File: config.mk
export PLATFORM = sky130hd
export DESIGN_NAME = div_scheduler
export DESIGN_NICKNAME = d
export VERILOG_FILES = /design/src/rtl/div_scheduler.sv
export SDC_FILE = /design/constraint.sdc
export NUM_CORES = 1
export LEC_CHECK = 0
export CORE_AREA = 2 2 99 101
export DETAILED_ROUTE_END_ITERATION = 8
export DIE_AREA = 0 0 101 103
export PLACE_DENSITY = 0.86
export SLEW_MARGIN = 20
export SYNTH_ARGS = -nofsm -noshare
export SYNTH_HDL_FRONTEND = slang
export SYNTH_SLANG_ARGS = --single-unit
File: constraint.sdc
create_clock -name Clock -period 7.56 [get_ports Clock]
set_input_delay 1.512 -clock Clock [delete_from_list [all_inputs] [get_ports Clock]]
set_output_delay 1.512 -clock Clock [all_outputs]
set_load 0.1 [all_outputs]
File: src/rtl/div_scheduler.sv
// Arbitrates one shared sequential divider between N_REQ requesters (focus priority + round robin).
// Optional WAIT timeout abort is enabled by defining DIV_SCHED_TIMEOUT_EN.
module div_scheduler #(
    parameter int unsigned N_REQ   = 4,
    parameter int unsigned W       = 16,
    parameter int unsigned TIMEOUT = 255
) (
    input  logic                            Clock,
    input  logic                            Reset,
    input  logic [N_REQ-1:0]                req,
    input  logic [N_REQ*W-1:0]              dividend,
    input  logic [N_REQ*W-1:0]              divisor,
    input  logic                            focus_en,
    input  logic [$clog2(N_REQ)-1:0]        focus_id,
    output logic                            div_start,
    output logic [W-1:0]                    div_a,
    output logic [W-1:0]                    div_b,
    input  logic                            div_done,
    input  logic [W-1:0]                    div_q,
    output logic [N_REQ-1:0]                ack,
    output logic [W-1:0]                    result,
    output logic                            err
);

    localparam int unsigned GW = $clog2(N_REQ);
    localparam logic [N_REQ-1:0] ONE_HOT0 = N_REQ'(1);

    typedef enum logic [1:0] {
        IDLE,
        START,
        WAIT,
        ACK
    } state_t;

    state_t          state;
    logic [GW-1:0]   grant;
    logic [GW-1:0]   last_grant;
    logic [GW-1:0]   win;
    logic [GW-1:0]   rr;
    logic [W-1:0]    a_arr [N_REQ];
    logic [W-1:0]    b_arr [N_REQ];

`ifdef DIV_SCHED_TIMEOUT_EN
    localparam int unsigned CW = ($clog2(TIMEOUT + 1) > 8) ? $clog2(TIMEOUT + 1) : 8;
    logic [CW-1:0]   cnt;
`endif

    // Unpack the flat operand buses per requester.
    always_comb begin
        for (int i = 0; i < int'(N_REQ); i++) begin
            a_arr[i] = dividend[i*W +: W];
            b_arr[i] = divisor[i*W +: W];
        end
    end

    // Winner: focus requester if eligible, else first set bit above last_grant (downward loop keeps the nearest).
    always_comb begin
        win = '0;
        rr  = '0;
        for (int k = int'(N_REQ); k >= 1; k--) begin
            rr = GW'((32'(last_grant) + 32'(k)) % N_REQ);
            if (req[rr]) begin
                win = rr;
            end
        end
        if (focus_en && (32'(focus_id) < N_REQ) && req[focus_id]) begin
            win = focus_id;
        end
    end

    always_ff @(posedge Clock) begin
        if (Reset) begin
            state      <= IDLE;
            grant      <= '0;
            last_grant <= GW'(N_REQ - 1);
            div_start  <= 1'b0;
            div_a      <= '0;
            div_b      <= '0;
            ack        <= '0;
            result     <= '0;
            err        <= 1'b0;
`ifdef DIV_SCHED_TIMEOUT_EN
            cnt        <= '0;
`endif
        end else begin
            case (state)
                IDLE: begin
                    ack <= '0;
                    if (|req) begin
                        grant <= win;
                        div_a <= a_arr[win];
                        div_b <= b_arr[win];
                        if (b_arr[win] == '0) begin
                            // Divide by zero never reaches the divider.
                            result <= '1;
                            err    <= 1'b1;
                            ack    <= ONE_HOT0 << win;
                            state  <= ACK;
                        end else begin
                            div_start <= 1'b1;
                            state     <= START;
                        end
                    end
                end
                START: begin
                    div_start <= 1'b0;
`ifdef DIV_SCHED_TIMEOUT_EN
                    cnt       <= '0;
`endif
                    state     <= WAIT;
                end
                WAIT: begin
                    if (div_done) begin
                        result <= div_q;
                        err    <= 1'b0;
                        ack    <= ONE_HOT0 << grant;
                        state  <= ACK;
                    end
`ifdef DIV_SCHED_TIMEOUT_EN
                    else if (cnt == CW'(TIMEOUT - 1)) begin
                        result <= '1;
                        err    <= 1'b1;
                        ack    <= ONE_HOT0 << grant;
                        state  <= ACK;
                    end else begin
                        cnt <= cnt + CW'(1);
                    end
`endif
                end
                ACK: begin
                    ack        <= '0;
                    last_grant <= grant;
                    state      <= IDLE;
                end
                default: begin
                    state <= IDLE;
                end
            endcase
        end
    end

endmodule

# Word level (Yosys, flattened, before mapping)
# Cells that the tools add are included.
# word_totals
n_memories	0
output_inout_bits	54
latch_bits	0
word_cells	81
ram_bits	0
mem_bits_ro	0
reg_bits	60
# op_classes
n_mux	40
shifts	2
n_bitwise	1
magnitude_cmp	6
mul	0
div	0
n_eq_ne	7
n_addsub	4
n_reduce_logical	12
# op_table
cell	count
two-way mux 16 bit	7
binary-select mux 16 bit (select 2 bit)	2
case mux 16 bit (2 select lines)	1
logical NOT 16 bit	1
two-way mux 2 bit	8
< comparator 2 x 3 -> 1 bit, second input constant	5
two-way mux 4 bit	3
case mux 4 bit (3 select lines)	1
binary-select mux 1 bit (select 2 bit)	5
two-way mux 1 bit	10
inequality test 2 bit, second input constant	4
case mux 2 bit (4 select lines)	1
left shift 1 x 2 -> 4 bit, first input constant	2
AND reduction 2 bit	3
adder 2 x 1 -> 2 bit, second input constant	2
adder 2 bit, second input constant	2
equality test 2 bit, second input constant	2
case mux 1 bit (2 select lines)	2
AND reduction 4 bit	1
nonzero test 2 bit	2
OR reduction 4 bit	1
>= comparator 3 bit, second input constant	1
NOT 2 -> 3 bit	1
AND reduction 3 bit	1
other kinds (4)	4

# Depth between registers and ports, before layout
# Gate-level depths: netlist of the first run.
# depth
word_depth	16
ltp_mapped	10

# Worst setup path before layout of the first run
# OpenSTA, ideal clock, no wires.
# synth_path
path_type	in2reg
start	input port focus_id[0]
end	register result[10]
cell_stages	9
path_buffers	1
arrival_ns	3.485
setup_ns	0.119
path_slack_ns	3.956
t_required_ns	7.441
cell_sequence	mux2i_1 -> o22ai_1 -> and2b_1 -> nor2_4 -> mux2_4 -> nor3b_4 -> a21oi_4 -> buf_6 -> o221a_1
# synth_between
elab_chain_cells	11
# synth_lines
item	line_no	rtl
start, declared	14	input logic [$clog2(N_REQ)-1:0] focus_id,
binary-select mux 1 bit (select 2 bit)	66	if (focus_en && (32'(focus_id) < N_REQ) && req[focus_id]) begin
two-way mux 1 bit (implied by the code)	66	
logical AND 1 bit	66	
two-way mux 2 bit (*)	66	
NOT 2 -> 3 bit (implied by the code) (*)	93	if (b_arr[win] == '0) begin
binary-select mux 16 bit (select 2 bit) (*)	93	
two-way mux 16 bit (implied by the code) (*) (2 in a row)	93	
logical NOT 16 bit (*)	93	
inequality test 2 bit (no source line) (*)	--	
AND reduction 4 bit (no source line) (*)	--	
end signal, assigned	114	result <= div_q;
end, declared	21	output logic [W-1:0] result,
# Mark *: on every way between the ends. The rest lies on a longest branch, timed or not. The select of a mux whose other input is x is not followed.
# A chain may end at the register's enable or synchronous reset.

# Worst setup path in the final report of the first run
# layout_path
start	input port focus_id[0]
end	register result[12]
# The elaborated chain is that of the path after synthesis.

==> flow_metrics.env, run 1 <==
export IMPL_status="completed"
export IMPL_syn_nets=681
export IMPL_synth_top_cells_by_area="dfxtp_1 (33%), nand2_1 (18%), nand3_1 (13%)"
export IMPL_timing_reg2reg_setup_slack_ns=3.99
export IMPL_vias_in_the_first_global_route=4366
export IMPL_wirelength_microns=13600
export IMPL_routed_via_count=4617
export IMPL_total_leakage_power_nw=2.27
export IMPL_synth_ff_latch_count=60
export IMPL_num_nets_final=864
export IMPL_max_freq_mhz=202
export IMPL_grt_start_max_net_pins=68
export IMPL_setup_cp_type="primary input to flop"
export IMPL_cts_htree_levels=3
export IMPL_required_ns=7.80
export IMPL_layout_area_overhead_vs_synth_pct=63.2
export IMPL_detailedRoute_firstIterationViolations=277
export IMPL_synth_most_common_cell="nand2_1"
export IMPL_slew_limit_headroom_pct=30.9
export IMPL_peakVddDrop_mv=0.141
export IMPL_final_cycle_share_pct=65.6
export IMPL_hold_viol_final=0
export IMPL_cts_buffer_depth=2
export IMPL_synth_area_leader_cell="dfxtp_1"
export IMPL_finalNonFillerCells=823
export IMPL_io_buffers=207
export IMPL_route_detailed_wl_per_inst_microns=16.5
export IMPL_r2r_end="result[12]$_SDFFE_PP0P_"
export IMPL_synth_top_cell_area_share_pct=33.2
export IMPL_tritoncts_num_buffers=9
export IMPL_cts_hold_fix_buffers=0
export IMPL_clk_insertion_delay_late_ns=0.36
export IMPL_average_cell_area_after_synthesis_sq_um=6.94
export IMPL_synth_enable_flop_cells=0
export IMPL_timing_rr_start="last_grant[1]$_SDFFE_PP1P_"
export IMPL_drt_pre_antenna_iters=5
export IMPL_dpl_cell_count=807
export IMPL_whs_endpoint="div_a[9]$_SDFFE_PP0P_"
export IMPL_cts_sinks=60
export IMPL_rows=36
export IMPL_num_io_pins=208
export IMPL_yosys_warnings=0
export IMPL_hpwl_reported_at_the_end_of_detailed_placement_microns=10100
export IMPL_post_drt_via_cell_ratio=5.61
export IMPL_postSynth_topFlopCell="dfxtp_1"
export IMPL_antenna_left=0
export IMPL_worst_path_max_fanout=39
export IMPL_min_delay_start="div_a[9]$_SDFFE_PP0P_"
export IMPL_setup_tns_ns=0
export IMPL_synth_sequential_area_ratio_pct=33.2
export IMPL_die_area_sq_mm=0.0104
export IMPL_cp_data_arrival_time_ns=5.20
export IMPL_ys_top_cells_by_count="nand2_1 (174), nand3_1 (95), dfxtp_1 (60), a21oi_1 (39), clkbuf_1 (33)"
export IMPL_synth_cell_types=46
export IMPL_post_synthesis_instance_total=521
export IMPL_min_period_ns=4.96
export IMPL_gp_congestion=0.890
export IMPL_r2r_worst_path_cells=9
export IMPL_power_density_mw_per_mm2=251
export IMPL_final_setup_worst_slack_ns=2.60
export IMPL_die_y_microns=103
export IMPL_critical_path_endpoint_type="flop"
export IMPL_worst_min_delay_path_category="flop to flop"
export IMPL_grt_antenna_before_repair=0
export IMPL_grt_first_pass_wirelength_microns=20600
export IMPL_cts_tree="built"
export IMPL_drive_above_1_share_pct=4.51
export IMPL_initial_standard_cell_utilization_of_the_core_pct=38.2
export IMPL_chipWidth_microns=101
export IMPL_grt_usage_pct=25.0
export IMPL_syn_area_sq_mm=0.00362
export IMPL_clock_pin_slew_reported_for_the_worst_setup_and_hold_paths_after_clock_tree_synthesis_ns=0.07
export IMPL_hold_path_cell_count=2
export IMPL_grt_overflow=0
export IMPL_crit_path_start_kind="primary input"
export IMPL_drc=0
export IMPL_postSynth_asyncResetShare_pct=0
export IMPL_rsz0062_at_grt="false"
export IMPL_core_area_sq_mm=0.00946
export IMPL_antennaDiodeCount=0
export IMPL_slew_violations=0
export IMPL_postCtsResizedCells=0
export IMPL_worst_slew_pin_slew_ns=1.03
export IMPL_clock_root_buffer="clkbuf_8"
export IMPL_finalClockSkew_ns=0.0115
export IMPL_place_ws_ns=2.25
export IMPL_finalSetupViolCount=0
export IMPL_max_cap_viol_count=0
export IMPL_post_cts_repair_setup_buffers=0
==> cell type report <==
type / count / area, sq um
Fill cell: 835 / 3560
Multi-Input combinational cell: 418 / 2260
Timing Repair Buffer: 212 / 2110
Sequential cell: 60 / 1200
Tap cell: 114 / 143
Clock buffer: 9 / 124
Clock inverter: 7 / 52.6
Inverter: 3 / 11.3
==> where the power goes <==
group	switching, W	leakage [nW]	total [W]	internal, W
Clock	0.000144	0.0779	0.000264	0.000119
Sequential	0.0000319	0.492	0.000400	0.000368
Combinational	0.000573	1.70	0.000815	0.000242
==> how the worst max path moves through the flow <==
stage / from / end / slack, ns / cells after the start
after floorplan: focus_id[0] / result[10]$_SDFFE_PP0P_ / 3.96 / 9
after global placement: focus_id[0] / result[1]$_SDFFE_PP0P_ / 2.46 / 10
after detailed placement: focus_id[0] / result[3]$_SDFFE_PP0P_ / 2.25 / 10
after CTS: focus_id[0] / result[3]$_SDFFE_PP0P_ / 2.62 / 10
after global routing: focus_id[0] / result[12]$_SDFFE_PP0P_ / 2.34 / 10
final: focus_id[0] / result[12]$_SDFFE_PP0P_ / 2.60 / 10
==> registers in the layout (all words and copies together) (netlist names) <==
| signal | flops |
|---|---|
| div_b | 16 |
| div_start | 1 |
| last_grant | 2 |
| grant | 2 |
| state | 2 |
| ack | 4 |
| div_a | 16 |
| err | 1 |
| result | 16 |
==> cell families (layout without fill, tap and decap cells) <==
group / Yosys count / after routing / share of synthesized area, %
and+or+nand+nor: 318 / 318 / 39.9
AOI/OAI and AO/OA: 79 / 79 / 15.5
DFF: 60 / 60 / 33.2
buffers and inverters: 43 / 231 / 4.81
muxes: 15 / 15 / 4.46
adders and majority gates: 6 / 6 / 2.08
==> worst max-delay path: stages <==
cell and delay, ns:
clkdlybuf4s50_1 0.54, mux2i_1 0.31, o221ai_2 0.18, o22ai_4 0.79, buf_4 0.48, mux2i_1 0.27
mux2_1 0.18, nor3b_4 0.44, a21oi_4 0.21, o221a_1 0.27
==> cells in the final DEF, fill, tap and decap left out, types with 2 or more instances in the layout <==
master / Yosys / final
clkinvlp_4: 0 / 4
a211oi_1: 2 / 2
nor3_1: 3 / 3
o22ai_1: 2 / 2
o211ai_1: 2 / 2
clkdlybuf4s50_1: 0 / 207
nand4_1: 4 / 4
inv_1: 3 / 3
mux2i_1: 12 / 12
buf_4: 1 / 5
o21ai_0: 5 / 5
mux2_4: 2 / 2
nor2_1: 6 / 6
ha_1: 6 / 6
a31oi_1: 4 / 4
dfxtp_1: 60 / 60
nor4_1: 16 / 16
clkbuf_8: 0 / 9
nand2_1: 174 / 174
nand2b_1: 5 / 5
a21oi_1: 39 / 39
o221a_1: 16 / 16
nand3_1: 95 / 95
nand3b_1: 3 / 3
==> through the flow <==
stage,hold WS (ns),util [%],total power (W),cell area (sq um)
after floorplan,0.478,-,0.000968,3620
after global placement,0.442,60.4,0.00120,5720
after detailed placement,0.446,60.4,0.00121,5720
after CTS,0.456,62.3,0.00148,5890
after global routing,0.481,62.4,0.00155,5900
final,0.456,62.4,0.00148,5900
==> routing by layer <==
metal | vias up | global-route usage, % | wire length [microns]
met5 | - | 0 | 0
met4 | 0 | 10.6 | 373
met3 | 34 | 7.73 | 1360
met2 | 265 | 44.1 | 6630
met1 | 2119 | 28.0 | 5240
li1 | 2199 | - | -
(Power assumes the default switching activity.)
==> inputs of run 2 (changes only) <==
- CORE_AREA: 2 2 99 101 -> 2 2 100 102
- DIE_AREA: 0 0 101 103 -> 0 0 102 104
- PLACE_DENSITY: 0.86 -> 0.84
- clock period: 7.56 -> 4.66 ns (I/O delays scaled with it)
==> run 2 against run 1 <==
Effect of this change:
- register-to-register slack got worse by 2.1 ns
- cell area rose by 1.1%
- sequential power rose by 63%
- sequential share of layout area fell by 0.22 points
- first-iteration DRC count fell by 25%
- combinational power rose by 62%
- final cell count rose by 2.9%
- largest cell class unchanged
- highest routed layer unchanged
==> flow_metrics.env, run 2 (same netlist as run 1, synthesis figures left out) <==
export IMPL_status="completed"
export IMPL_finalCoreUtilization_pct=62.5
export IMPL_post_cts_repair_setup_buffers=0
export IMPL_die_area_sq_mm=0.0106
export IMPL_final_cycle_share_pct=81.3
export IMPL_routed_via_count=4535
export IMPL_detailedRoute_firstIterationViolations=209
export IMPL_num_io_pins=208
export IMPL_route_detailed_wl_per_inst_microns=15.9
export IMPL_cts_sinks=60
export IMPL_layout_area_overhead_vs_synth_pct=65.0
export IMPL_cts_tree="built"
export IMPL_worst_min_delay_path_category="flop to flop"
export IMPL_grt_start_max_net_pins=51
export IMPL_hpwl_reported_at_the_end_of_detailed_placement_microns=10500
export IMPL_grt_overflow=0
export IMPL_die_y_microns=104
export IMPL_finalSetupViolCount=0
export IMPL_chipWidth_microns=102
export IMPL_io_buffers=207
export IMPL_cts_htree_levels=3
export IMPL_power_density_mw_per_mm2=405
export IMPL_setup_tns_ns=0
export IMPL_critical_path_endpoint_type="flop"
export IMPL_total_power_w=0.00241
export IMPL_slew_limit_headroom_pct=31.2
export IMPL_drive_above_1_share_pct=5.04
export IMPL_post_drt_via_cell_ratio=5.35
export IMPL_rsz0062_at_grt="false"
export IMPL_rows=36
export IMPL_total_leakage_power_nw=2.30
export IMPL_max_freq_mhz=264
export IMPL_drt_pre_antenna_iters=4
export IMPL_min_period_ns=3.79
export IMPL_gp_congestion=0.895
export IMPL_layout_common_cells="clkdlybuf4s50_1 (207), nand2_1 (174), nand3_1 (95)"
export IMPL_final_hold_worst_slack_ns=0.454
export IMPL_worst_slew_pin_slew_ns=1.03
export IMPL_hold_viol_final=0
export IMPL_vias_in_the_first_global_route=4314
export IMPL_clock_root_buffer="clkbuf_8"
export IMPL_antenna_left=0
export IMPL_initial_standard_cell_utilization_of_the_core_pct=37.9
export IMPL_peakVddDrop_mv=0.191
export IMPL_grt_first_pass_wirelength_microns=20300
export IMPL_cts_hold_fix_buffers=0
export IMPL_drc=0
export IMPL_antennaDiodeCount=0
export IMPL_tritoncts_num_buffers=9
export IMPL_wirelength_microns=13400
export IMPL_nFillCells=886
export IMPL_required_ns=4.89
export IMPL_core_area_sq_mm=0.00955
export IMPL_worst_path_max_fanout=19
export IMPL_postCtsResizedCells=0
export IMPL_cts_buffer_depth=2
export IMPL_slew_violations=0
export IMPL_grt_usage_pct=23.9
export IMPL_finalClockSkew_ns=0.0123
export IMPL_clock_pin_slew_reported_for_the_worst_setup_and_hold_paths_after_clock_tree_synthesis_ns=0.07
export IMPL_clk_insertion_delay_late_ns=0.34
export IMPL_commonest_non_fill_non_tap_cell_in_the_layout="clkdlybuf4s50_1"
export IMPL_crit_path_start_kind="primary input"
export IMPL_max_cap_viol_count=0
export IMPL_top_regs="div_a x16, div_b x16, result x16"
export IMPL_num_nets_final=869
export IMPL_setup_cp_type="primary input to flop"
export IMPL_grt_antenna_before_repair=0
export IMPL_cp_data_arrival_time_ns=4.02
run 2: cell count changes in the layout (fill, tap and decap cells not counted), sizes merged:
cell,previous run,this run
buf,5,10
clkbuf,9,12
clkinvlp,4,2
clkinv,2,1
run 2: final cells by class:
cell class / instances / area, sq um / area share, %
flip-flops and latches: 60 / 1200 / 20.1
multi-input cells: 418 / 2250 / 37.8
clock inverters: 4 / 32.5 / 0.545
inverters: 3 / 11.3 / 0.189
well taps: 133 / 166 / 2.79
repair buffers: 217 / 2150 / 36.0
clock buffers: 12 / 155 / 2.60
run 2: path summary, 6_finish.rpt:
kind / cells past startpoint / slack, ns / startpoint / to
worst max register to register: 8 / 1.94 / last_grant[1]$_SDFFE_PP1P_ / result[15]$_SDFFE_PP0P_
worst max-delay path: 9 / 0.87 / focus_id[0] / result[15]$_SDFFE_PP0P_
worst min-delay path: 2 / 0.45 / div_a[9]$_SDFFE_PP0P_ / div_a[9]$_SDFFE_PP0P_
worst min register to register: 2 / 0.45 / div_a[9]$_SDFFE_PP0P_ / div_a[9]$_SDFFE_PP0P_
run 2: power breakdown:
group | switching [W] | internal (W)
clock | 0.000215 | 0.000225
sequential | 0.0000528 | 0.000598
combinational | 0.000924 | 0.000399
total | 0.00119 | 0.00122
run 2: through the flow:
stage               area (sq um)  instances  worst slack (ns)
finish                      5970        847             0.871
global route                5970        847             0.696
CTS                         5970        847             0.891
detailed placement          5780        831             0.531
global placement            5780        831             0.701
floorplan                   3620        521              1.64
run 2: critical path, cell delays in order:
cell and delay [ns]:
clkdlybuf4s50_1 0.55, mux2i_1 0.42, o22ai_1 0.17, and2b_1 0.22, nor2_4 0.38, mux2_4 0.37, nor3b_4 0.46, a21oi_4 0.22
o221a_1 0.28
run 2: metal layers:
layer  GRT usage [%]  wire length, microns
met1            26.2                  5000
met2            41.7                  6620
met3            7.53                  1440
met4            10.1                   386
met5               0                     0
==> inputs of run 3 (changes only) <==
- CORE_AREA: 2 2 100 102 -> 2 2 105 107
- DIE_AREA: 0 0 102 104 -> 0 0 107 109
- PLACE_DENSITY: 0.84 -> 0.81
- clock period: 4.66 -> 3.1 ns (I/O delays scaled with it)
==> run 3 against run 2 <==
Effect of this change:
- largest power group unchanged
- utilization fell by 5.8 points
- highest routed layer unchanged
- largest cell class unchanged
- final cell count rose by 2.1%
- critical endpoint is now ack[0]$_SDFFE_PP0P_
- register-to-register slack got worse by 1.4 ns
- flip-flop and latch count did not move
- non-clock buffer count rose by 11
==> flow_metrics.env, run 3 (same netlist as run 1, synthesis figures left out) <==
export IMPL_status="completed"
export IMPL_post_drt_via_cell_ratio=5.31
export IMPL_nFillCells=948
export IMPL_power_share_switching_pct=47.3
export IMPL_power_net_switching_w=0.00180
export IMPL_grt_antenna_before_repair=0
export IMPL_clk_insertion_delay_late_ns=0.34
export IMPL_wirelength_microns=13800
export IMPL_cp_num_cells=11
export IMPL_power_density_mw_per_mm2=632
export IMPL_route_detailed_wl_per_inst_microns=15.9
export IMPL_final_cycle_share_pct=97.2
export IMPL_hold_viol_final=0
export IMPL_die_y_microns=109
export IMPL_peakVddDrop_mv=0.396
export IMPL_gp_congestion=0.935
export IMPL_cts_htree_levels=3
export IMPL_io_buffers=207
export IMPL_critical_path_n_buffers_inverters=3
export IMPL_top_regs="div_a x16, div_b x16, result x16"
export IMPL_power_frac_clock_pct=22.1
export IMPL_layout_common_cells="nand2_1 (174), clkdlybuf4s50_1 (153), nand3_1 (95)"
export IMPL_antennaDiodeCount=0
export IMPL_grt_overflow=0
export IMPL_cp_data_arrival_time_ns=3.27
export IMPL_detailedRoute_firstIterationViolations=262
export IMPL_hpwl_reported_at_the_end_of_detailed_placement_microns=10600
export IMPL_cts_tree="built"
export IMPL_drc=0
export IMPL_min_period_ns=3.01
export IMPL_rows=38
export IMPL_path_cells="clkdlybuf4s50_1 -> mux2i_1 -> o22ai_1 -> and2b_1 -> nor2_4 -> buf_4 -> mux2_4 -> nor3b_4 -> buf_4 -> a41oi_1 -> a21oi_1"
export IMPL_initial_standard_cell_utilization_of_the_core_pct=34.1
export IMPL_worst_path_max_fanout=9
export IMPL_hold_path_cell_count=2
export IMPL_grt_first_pass_wirelength_microns=21200
export IMPL_clock_pin_slew_reported_for_the_worst_setup_and_hold_paths_after_clock_tree_synthesis_ns=0.07
export IMPL_worst_min_delay_path_category="flop to flop"
export IMPL_crit_path_start_kind="primary input"
export IMPL_timing_critical_path_slowest_cell_delay_ns=0.55
export IMPL_total_leakage_power_nw=2.49
export IMPL_combPwrFrac_pct=52.1
export IMPL_routed_via_count=4592
export IMPL_vias_in_the_first_global_route=4385
export IMPL_max_freq_mhz=332
export IMPL_grt_start_max_net_pins=68
export IMPL_place_ws_ns=-0.224
export IMPL_num_io_pins=208
export IMPL_die_area_sq_mm=0.0117
export IMPL_cts_buffer_depth=2
export IMPL_finalClockSkew_ns=0.00900
export IMPL_layout_area_overhead_vs_synth_pct=66.2
export IMPL_commonest_non_fill_non_tap_cell_in_the_layout="nand2_1"
export IMPL_r2r_worst_path_cells=10
export IMPL_slew_limit_headroom_pct=51.5
export IMPL_cellInternalPower_w=0.00200
export IMPL_max_cap_viol_count=0
export IMPL_grt_usage_pct=23.1
export IMPL_cts_sinks=60
export IMPL_cts_hold_fix_buffers=0
export IMPL_core_area_sq_mm=0.0106
export IMPL_critPathMostFrequentCell="buf_4"
export IMPL_multi_input_area_sq_mm=0.00226
export IMPL_critical_path_endpoint_type="flop"
export IMPL_drive_above_1_share_pct=14.1
export IMPL_drt_pre_antenna_iters=5
export IMPL_clock_root_buffer="clkbuf_8"
export IMPL_antenna_left=0
export IMPL_cell_family_with_most_cp_delay="buffers and inverters"
export IMPL_slew_violations=0
export IMPL_crit_path_top_delay_cell="clkdlybuf4s50_1"
export IMPL_num_nets_final=880
export IMPL_tritoncts_num_buffers=9
export IMPL_register_area_sq_mm=0.00120
export IMPL_setup_cp_type="primary input to flop"
export IMPL_worst_slew_pin_slew_ns=0.727
export IMPL_final_setup_worst_slack_ns=0.0854
export IMPL_power_sequential_fraction_pct=25.8
export IMPL_finalSetupViolCount=0
export IMPL_setup_tns_ns=0
export IMPL_chipWidth_microns=107
export IMPL_required_ns=3.36
==> run 3: cell types whose count changed in the layout (fill, tap and decap cells not counted) <==
cell             before  now
buf_4                10   72
clkdlybuf4s50_1     207  153
buf_12                0    3
bufinv_16             0    2
clkbuf_8             11   12
clkinv_4              1    0
clkinvlp_4            2    1
inv_6                 1    0
mux2i_1              12   11
mux2i_2               0    1
==> run 3: worst paths after layout <==
| path | slack [ns] | startpoint | endpoint |
|---|---|---|---|
| min | 0.46 | div_b[8]$_SDFFE_PP0P_ | div_b[8]$_SDFFE_PP0P_ |
| max reg2reg | 0.56 | last_grant[1]$_SDFFE_PP1P_ | ack[0]$_SDFFE_PP0P_ |
| min reg2reg | 0.46 | div_b[8]$_SDFFE_PP0P_ | div_b[8]$_SDFFE_PP0P_ |
| max | 0.09 | focus_id[0] | ack[0]$_SDFFE_PP0P_ |
==> run 3: repair_timing <==
action | CTS | global route
setup endpoints to repair | 0 | 4
setup buffers | 0 | 0
gates resized for setup | 0 | 1
==> run 3: through the flow <==
step	hold WS, ns	cells	utilization, %	power (W)	instance area [sq um]
3_3_place_gp	0.444	849	54.4	0.00294	5770
2_1_floorplan	0.478	521	-	0.00236	3620
4_1_cts	0.456	865	56.7	0.00382	6010
3_5_place_dp	0.447	849	54.4	0.00297	5770
6_report	0.455	865	56.7	0.00380	6010
5_1_grt	0.482	865	56.7	0.00399	6010
==> run 3: cell type report <==
type                       instances  share of cell area, %
multi-input combinational        418                   37.5
timing repair buffer             228                   35.5
sequential                        60                   20.0
tap                              140                   2.91
clock buffer                      13                   2.81
clock inverter                     3                   1.12
inverter                           3                  0.187
==> run 3: worst min-delay path, stage by stage (launching register included) <==
cell	delay, ns
dfxtp_1	0.31
nand2_1	0.05
a21oi_1	0.05
==> run 3: power groups by stage <==
stage / logic [W] / clock network [W] / registers, W
global placement: 0.00195 / 0 / 0.000993
floorplan: 0.000570 / 0 / 0.00179
CTS: 0.00198 / 0.000855 / 0.000982
global route: 0.00210 / 0.000893 / 0.00100
finish: 0.00198 / 0.000839 / 0.000981
detailed placement: 0.00198 / 0 / 0.000998
==> run 3: layer usage <==
metal,vias up,track usage [%],share of wire [%]
met3,31,5.86,8.7
li1,2227,-,-
met1,2098,27.0,40
met5,-,0,0
met2,236,40.5,49
met4,0,8.91,2.2
